<file path="config.mk">
export PLATFORM = sky130hd
export DESIGN_NAME = ysyx_22050550_booth_mul
export DESIGN_NICKNAME = d
export VERILOG_FILES = /design/src/rtl/ysyx_22050550_mul_pkg.sv /design/src/rtl/ysyx_22050550_booth_pp.sv /design/src/rtl/ysyx_22050550_booth_mul.sv
export SDC_FILE = /design/constraint.sdc
export NUM_CORES = 2
export LEC_CHECK = 0
export ABC_AREA = 0
export ABC_CLOCK_PERIOD_IN_PS = 6000
export BUFFER_PORTS_ARGS = -buffer_cell sky130_fd_sc_hd__buf_2
export CAP_MARGIN = 20
export CELL_PAD_IN_SITES_DETAIL_PLACEMENT = 1
export CELL_PAD_IN_SITES_GLOBAL_PLACEMENT = 1
export CORE_UTILIZATION = 40
export CTS_BUF_LIST = sky130_fd_sc_hd__clkbuf_16
export DETAILED_ROUTE_END_ITERATION = 10
export GPL_ROUTABILITY_DRIVEN = 0
export PLACE_DENSITY_LB_ADDON = 0.08
export SYNTH_ARGS = -nofsm -noshare
export SYNTH_HDL_FRONTEND = slang
export SYNTH_SLANG_ARGS = --single-unit
</file>
<file path="constraint.sdc">
create_clock -name clock -period 6 [get_ports clock]
set_input_delay 1.2 -clock clock [delete_from_list [all_inputs] [get_ports clock]]
set_output_delay 1.2 -clock clock [all_outputs]
set_load 0.03 [all_outputs]
</file>
<file path="src/rtl/ysyx_22050550_mul_pkg.sv">
// ysyx_22050550_mul_pkg: shared types for the radix-4 Booth multiplier
package ysyx_22050550_mul_pkg;
    typedef enum logic [1:0] {S_IDLE, S_BUSY, S_DONE} state_e;
    localparam logic [1:0] MUL_UU = 2'b00;
    localparam logic [1:0] MUL_SU = 2'b10;
    localparam logic [1:0] MUL_SS = 2'b11;
    typedef enum logic [2:0] {BD_ZERO, BD_P1, BD_P2, BD_M1, BD_M2} booth_e;
    function automatic booth_e booth_decode(input logic [2:0] w);
        case (w)
            3'b001, 3'b010: return BD_P1;
            3'b011:         return BD_P2;
            3'b100:         return BD_M2;
            3'b101, 3'b110: return BD_M1;
            default:        return BD_ZERO;
        endcase
    endfunction
endpackage

</file>
<file path="src/rtl/ysyx_22050550_booth_pp.sv">
// ysyx_22050550_booth_pp: selects one radix-4 Booth partial product from a 3-bit window
module ysyx_22050550_booth_pp
    import ysyx_22050550_mul_pkg::*;
#(
    parameter int XLEN = 64
) (
    input  logic [2:0]        win_i,
    input  logic [2*XLEN+1:0] a_i,
    output logic [2*XLEN+1:0] pp_o
);
    booth_e dig;
    always_comb begin
        dig = booth_decode(win_i);
        pp_o = dig == BD_P1 ? a_i :
               dig == BD_P2 ? a_i << 1 :
               dig == BD_M1 ? -a_i :
               dig == BD_M2 ? -(a_i << 1) : '0;
    end
endmodule

</file>
<file path="src/rtl/ysyx_22050550_booth_mul.sv">
// ysyx_22050550_booth_mul: multi-cycle radix-4 Booth multiplier with valid/ready and flush
module ysyx_22050550_booth_mul
    import ysyx_22050550_mul_pkg::*;
#(
    parameter int XLEN             = 64,
    parameter int WLEN             = 32,
    parameter int DIGITS_PER_CYCLE = 1
) (
    input  logic            clock,
    input  logic            reset,
    input  logic            in_valid,
    output logic            in_ready,
    input  logic            flush,
    input  logic            word,
    input  logic [1:0]      sign_mode,
    input  logic [XLEN-1:0] a,
    input  logic [XLEN-1:0] b,
    output logic            out_valid,
    input  logic            out_ready,
    output logic [XLEN-1:0] res_hi,
    output logic [XLEN-1:0] res_lo
);
    localparam int AW  = 2*XLEN+2;
    localparam int BW  = XLEN+3;
    localparam int DPC = DIGITS_PER_CYCLE;
    localparam int CW  = $clog2(XLEN+4);

    state_e          state_q, state_d;
    logic [AW-1:0]   acc_q, acc_d, a_q, a_d;
    logic [BW-1:0]   b_q, b_d;
    logic [CW-1:0]   cnt_q, cnt_d, dig_q, dig_d;
    logic            word_q, word_d;
    logic            a_sgn, b_sgn, last;
    logic [AW-1:0]   a_ext;
    logic [BW-1:0]   b_ext;
    logic [2:0]      win [DPC];
    logic [AW-1:0]   pp  [DPC];
    logic [AW-1:0]   sum [DPC+1];

    assign a_sgn = sign_mode[1] & (word ? a[WLEN-1] : a[XLEN-1]);
    assign b_sgn = (sign_mode == MUL_SS) & (word ? b[WLEN-1] : b[XLEN-1]);
    assign a_ext = word ? {{(AW-WLEN){a_sgn}}, a[WLEN-1:0]} : {{(AW-XLEN){a_sgn}}, a};
    assign b_ext = word ? {{(BW-1-WLEN){b_sgn}}, b[WLEN-1:0], 1'b0} : {{(BW-1-XLEN){b_sgn}}, b, 1'b0};

    // Digits past the last one see a zero window, so a short final cycle adds nothing extra.
    assign sum[0] = acc_q;
    for (genvar j = 0; j < DPC; j++) begin : g_pp
        assign win[j] = (cnt_q + CW'(j) < dig_q) ? b_q[2*j+2 -: 3] : 3'b000;
        ysyx_22050550_booth_pp #(.XLEN(XLEN)) u_pp (
            .win_i(win[j]),
            .a_i  (a_q << (2*j)),
            .pp_o (pp[j])
        );
        assign sum[j+1] = sum[j] + pp[j];
    end
    assign last = cnt_q + CW'(DPC) >= dig_q;

    always_comb begin
        state_d = state_q;
        acc_d   = acc_q;
        a_d     = a_q;
        b_d     = b_q;
        cnt_d   = cnt_q;
        dig_d   = dig_q;
        word_d  = word_q;
        if (flush) state_d = S_IDLE;
        else case (state_q)
            S_IDLE: if (in_valid) begin
                state_d = S_BUSY;
                acc_d   = '0;
                a_d     = a_ext;
                b_d     = b_ext;
                cnt_d   = '0;
                dig_d   = word ? CW'(WLEN/2+1) : CW'(XLEN/2+1);
                word_d  = word;
            end
            S_BUSY: begin
                acc_d   = sum[DPC];
                a_d     = a_q << (2*DPC);
                b_d     = b_q >> (2*DPC);
                cnt_d   = cnt_q + CW'(DPC);
                state_d = last ? S_DONE : S_BUSY;
            end
            S_DONE:  state_d = out_ready ? S_IDLE : S_DONE;
            default: state_d = S_IDLE;
        endcase
    end

    always_ff @(posedge clock) begin
        if (reset) begin
            state_q <= S_IDLE;
            acc_q   <= '0;
            a_q     <= '0;
            b_q     <= '0;
            cnt_q   <= '0;
            dig_q   <= '0;
            word_q  <= 1'b0;
        end else begin
            state_q <= state_d;
            acc_q   <= acc_d;
            a_q     <= a_d;
            b_q     <= b_d;
            cnt_q   <= cnt_d;
            dig_q   <= dig_d;
            word_q  <= word_d;
        end
    end

    assign in_ready  = state_q == S_IDLE;
    assign out_valid = state_q == S_DONE;
    assign res_hi    = word_q ? '0 : acc_q[2*XLEN-1:XLEN];
    assign res_lo    = word_q ? {{(XLEN-WLEN){acc_q[WLEN-1]}}, acc_q[WLEN-1:0]} : acc_q[XLEN-1:0];
endmodule

</file>
==> flow_metrics.py <==
metrics = {
    "cells_and_area": {
        "layout.cells.non_filler": 6134,
        "layout.nets": 5444,
        "drive_above_1_share": 0.301,
        "area_delta_synth_final_pct": 37.7,
    },
    "synthesis": {
        "synthesis.area_um2": 29200,
        "ys_top_cells_by_area": "dfxtp_1 23%, a21oi_1 8.1%, nand2_1 7.2%",
        "ys_seq_elements": 334,
        "synth_ff_type": "dfxtp_1",
        "synth_cells": 4331,
        "synthesis.nets": 4630,
        "synth_top_area_share": 0.229,
        "synth_edf_count": 0,
        "synthArstFlopShare": 0,
        "synth-seq-area-share": 0.229,
        "yosys.area.top_type": "dfxtp_1",
        "ys_warn_count": 0,
        "post_synth_num_cell_types": 78,
        "syn_avg_cell_area_um2": 6.75,
    },
    "floorplan": {
        "fp.dieW_um": 272,
        "die_area_um2": 74100,
        "die_y_um": 272,
        "coreArea_um2": 71900,
        "rows": 98,
        "start_util": 0.407,
        "ios": 266,
    },
    "sta": {
        "setup_viol": 44,
        "fin_crit_ns": 6.39,
        "relSlewSlack": 0.361,
        "max_freq_mhz": 157,
        "tightestPinTransition_ns": 0.934,
        "fin_crit_sh": 1.06,
        "post-route-worst-setup-slack_ns": -0.390,
        "drv_slew": 0,
        "hold_violations": 0,
        "tns_ns": -8.10,
        "rsz0062_at_grt": "true",
        "clock_skew_ns": 0.0260,
    },
    "setup_path": {
        "rr_worst_depth": 22,
        "critPathLaunchType": "register",
        "r2r_end": "acc_q[127]",
        "cp.arrival_ns": 6.93,
        "r2r_setup_slack_ns": -0.39,
        "regToRegStartpoint": "a_q[41]",
        "crit_path_end": "acc_q[127]",
        "setup.worst_path.start": "a_q[41]",
        "end_kind": "register",
        "crit_fanout": 4,
        "critPathRequiredTime_ns": 6.55,
        "critical_path_class": "register to register",
    },
    "global_route": {
        "grt_max_degree": 130,
        "overflow": 0,
        "grt_pass1_vias": 35880,
        "grt_pass1_wl_um": 204000,
        "antenna_found_initial": 10,
        "track_usage": 0.343,
    },
    "place": {
        "io_buffers": 265,
        "place_inst": 5991,
        "hpwlAfterDp_um": 98700,
    },
    "worst_hold_path": {
        "whs_path_depth": 2,
        "hp-class": "register to register",
    },
    "clock_tree": {
        "htree_levels": 2,
        "cts_tree": "yes",
        "cts_root_buffer": "clkbuf_16",
        "worstSkewPairLatency_ns": 0.63,
        "cts_buffer_depth": 3,
        "cts_buffers": 43,
        "hold_buffers": 0,
        "clkTransAtPathRegs_ns": 0.06,
        "cts.sinks": 334,
    },
    "route": {
        "vias": 36724,
        "routedWlPerCell_um": 22.4,
        "drc": 0,
        "totalWireLength_um": 137000,
        "vias_per_cell": 5.99,
        "first_iter_violations": 2723,
        "ant_nets": 0,
        "dr.pass1.iters": 6,
    },
    "pwr": {
        "powerDensity_nw_per_um2": 171,
        "ir_drop_mv": 0.184,
        "cellLeakagePower_nw": 17.7,
    },
    "run_status": {
        "status": "complete, but fails checks",
        "violations": "setup timing",
    },
    "flow_run": {
        "drv_cap": 0,
    },
}
## how the worst min path moves through the flow
stage | start | to | slack [ns]
2_1_floorplan | b_q[65] | b_q[65] | 0.43
3_3_place_gp | b_q[65] | b_q[65] | 0.44
6_report | b_q[65] | b_q[65] | 0.46
5_1_grt | b_q[65] | b_q[65] | 0.49
3_5_place_dp | b_q[65] | b_q[65] | 0.46
4_1_cts | b_q[65] | b_q[65] | 0.46
## cells by family (layout without fill, tap and decap cells)
kind of cell / count (synthesis) / count (layout) / synth area share
AO/OA/AOI/OAI: 1421 / 1421 / 0.297
adder cells (fa/ha/maj): 164 / 164 / 0.0704
flip-flops: 334 / 334 / 0.229
XOR/XNOR: 223 / 223 / 0.0668
other: 0 / 5 / 0
AND/OR/NAND/NOR: 1675 / 1675 / 0.265
buffers and inverters: 513 / 1361 / 0.0713
multiplexers: 1 / 1 / 0.000343
## synth_stat cells, types with 7 or more instances
| cell | n |
|---|---|
| buf_1 | 18 |
| a211oi_1 | 46 |
| nand3_1 | 53 |
| buf_2 | 10 |
| a21o_1 | 57 |
| inv_1 | 90 |
| xor2_1 | 126 |
| and3_1 | 13 |
| a31oi_1 | 33 |
| clkbuf_1 | 358 |
| nand4_1 | 83 |
| and2_1 | 7 |
| buf_4 | 33 |
| or2_2 | 25 |
| a22oi_1 | 109 |
| nor2_1 | 516 |
| and4_1 | 8 |
| o21bai_1 | 47 |
| nor4_1 | 36 |
| nor3_1 | 131 |
| a221oi_1 | 17 |
| o21ai_1 | 8 |
| o21a_1 | 27 |
| a311oi_1 | 63 |
| nand2b_1 | 12 |
| o221ai_1 | 31 |
| a2111oi_0 | 7 |
| o31ai_1 | 25 |
| a21boi_0 | 12 |
| o211ai_1 | 10 |
| nand2_1 | 564 |
| a21oi_1 | 475 |
| or3_1 | 88 |
| or4_1 | 34 |
| o22a_1 | 9 |
| ha_1 | 162 |
| nor2b_1 | 73 |
| o21ai_0 | 390 |
| dfxtp_1 | 334 |
| xnor2_1 | 97 |
## critical path, cell delays in order (launching register included)
cell	delay, ns
dfxtp_2	0.31
or4_1	0.51
or3_4	0.34
or4_4	0.46
or4_4	0.43
or3_4	0.34
or3_4	0.42
nor2_4	0.13
xnor2_2	0.08
a221oi_2	0.29
o21bai_4	0.18
a22oi_2	0.09
buf_4	0.16
ha_4	0.29
nand4_1	0.22
or4_4	0.62
a31oi_4	0.21
o211a_4	0.23
a21oi_4	0.11
o21ba_4	0.22
and3_4	0.17
or3_1	0.33
o211ai_1	0.15
## sequential cells by signal, indices dropped and copies added (netlist names)
| signal | count |
|---|---|
| b_q | 66 |
| state_q | 2 |
| a_q | 128 |
| cnt_q | 7 |
| dig_q | 3 |
| acc_q | 128 |
## final cells by class
cell class                      instances  area [um^2]
Fill cell                            9328        31600
Multi-Input combinational cell       3484        22200
Timing Repair Buffer                 1191         8500
Sequential cell                       334         6700
Tap cell                              950         1190
Clock buffer                           43         1080
Inverter                               91          342
Clock inverter                         36          280
Antenna cell                            5         12.5
## cells in the final DEF, fill, tap and decap left out, types with 13 or more instances in the layout
master     netlist  routed
a22oi_1        109     107
nor2_1         516     506
xnor2_1         97      87
o21bai_1        47      43
buf_2           10     264
nor2b_1         73      71
a21oi_2          0      50
or3_1           88      79
a21o_1          57      55
a21oi_1        475     410
clkinv_2         0      13
nand4_1         83      83
nor4_1          36      23
o31ai_1         25      19
o21ai_2          0      31
nor3_1         131     121
a311oi_1        63      63
o21ai_0        390     288
nand2_1        564     555
dfxtp_1        334     331
o221ai_1        31      26
a31oi_1         33      29
ha_1           162     147
o21ai_1          8      75
a211oi_1        46      41
buf_6            3      34
inv_1           90      96
buf_4           33     884
nand3_1         53      51
or2_2           25      21
xor2_1         126     123
clkbuf_16        0      43
a21oi_4          0      15
o21a_1          27      25
or4_1           34      27
## power by group
| group | internal (W) | total, W | switching [W] |
|---|---|---|---|
| Combinational | 0.000774 | 0.00191 | 0.00113 |
| Sequential | 0.00232 | 0.00242 | 0.0000988 |
| Clock | 0.00141 | 0.00258 | 0.00117 |
## per-layer routing
metal | vias up | GRT usage | wire, um | share of wire
met1 | 18056 | 0.454 | 59600 | 0.43
met2 | 1198 | 0.566 | 63400 | 0.46
met5 | - | 0 | 101 | 0.00074
li1 | 17108 | - | - | -
met3 | 346 | 0.0498 | 8370 | 0.061
met4 | 16 | 0.119 | 5640 | 0.041
## through the flow
stage / area (um^2) / setup slack [ns] / total power (W) / utilization / hold slack (ns)
after global routing: 40200 / -0.534 / 0.00717 / 0.560 / 0.486
final: 40200 / -0.390 / 0.00690 / 0.560 / 0.460
after global placement: 36800 / -1.34 / 0.00418 / 0.512 / 0.441
after CTS: 39100 / -0.248 / 0.00685 / 0.545 / 0.464
after floorplan: 29300 / -0.0187 / 0.00342 / - / 0.432
after detailed placement: 36800 / -1.58 / 0.00422 / 0.512 / 0.458
## repair_timing
item / 4_1_cts / 5_1_grt
resized for setup: 216 / 224
pin swaps: 66 / 95
endpoints found under the setup margin: 64 / 76
setup buffers: 27 / 36
Power figures use the tool's default switching activity.
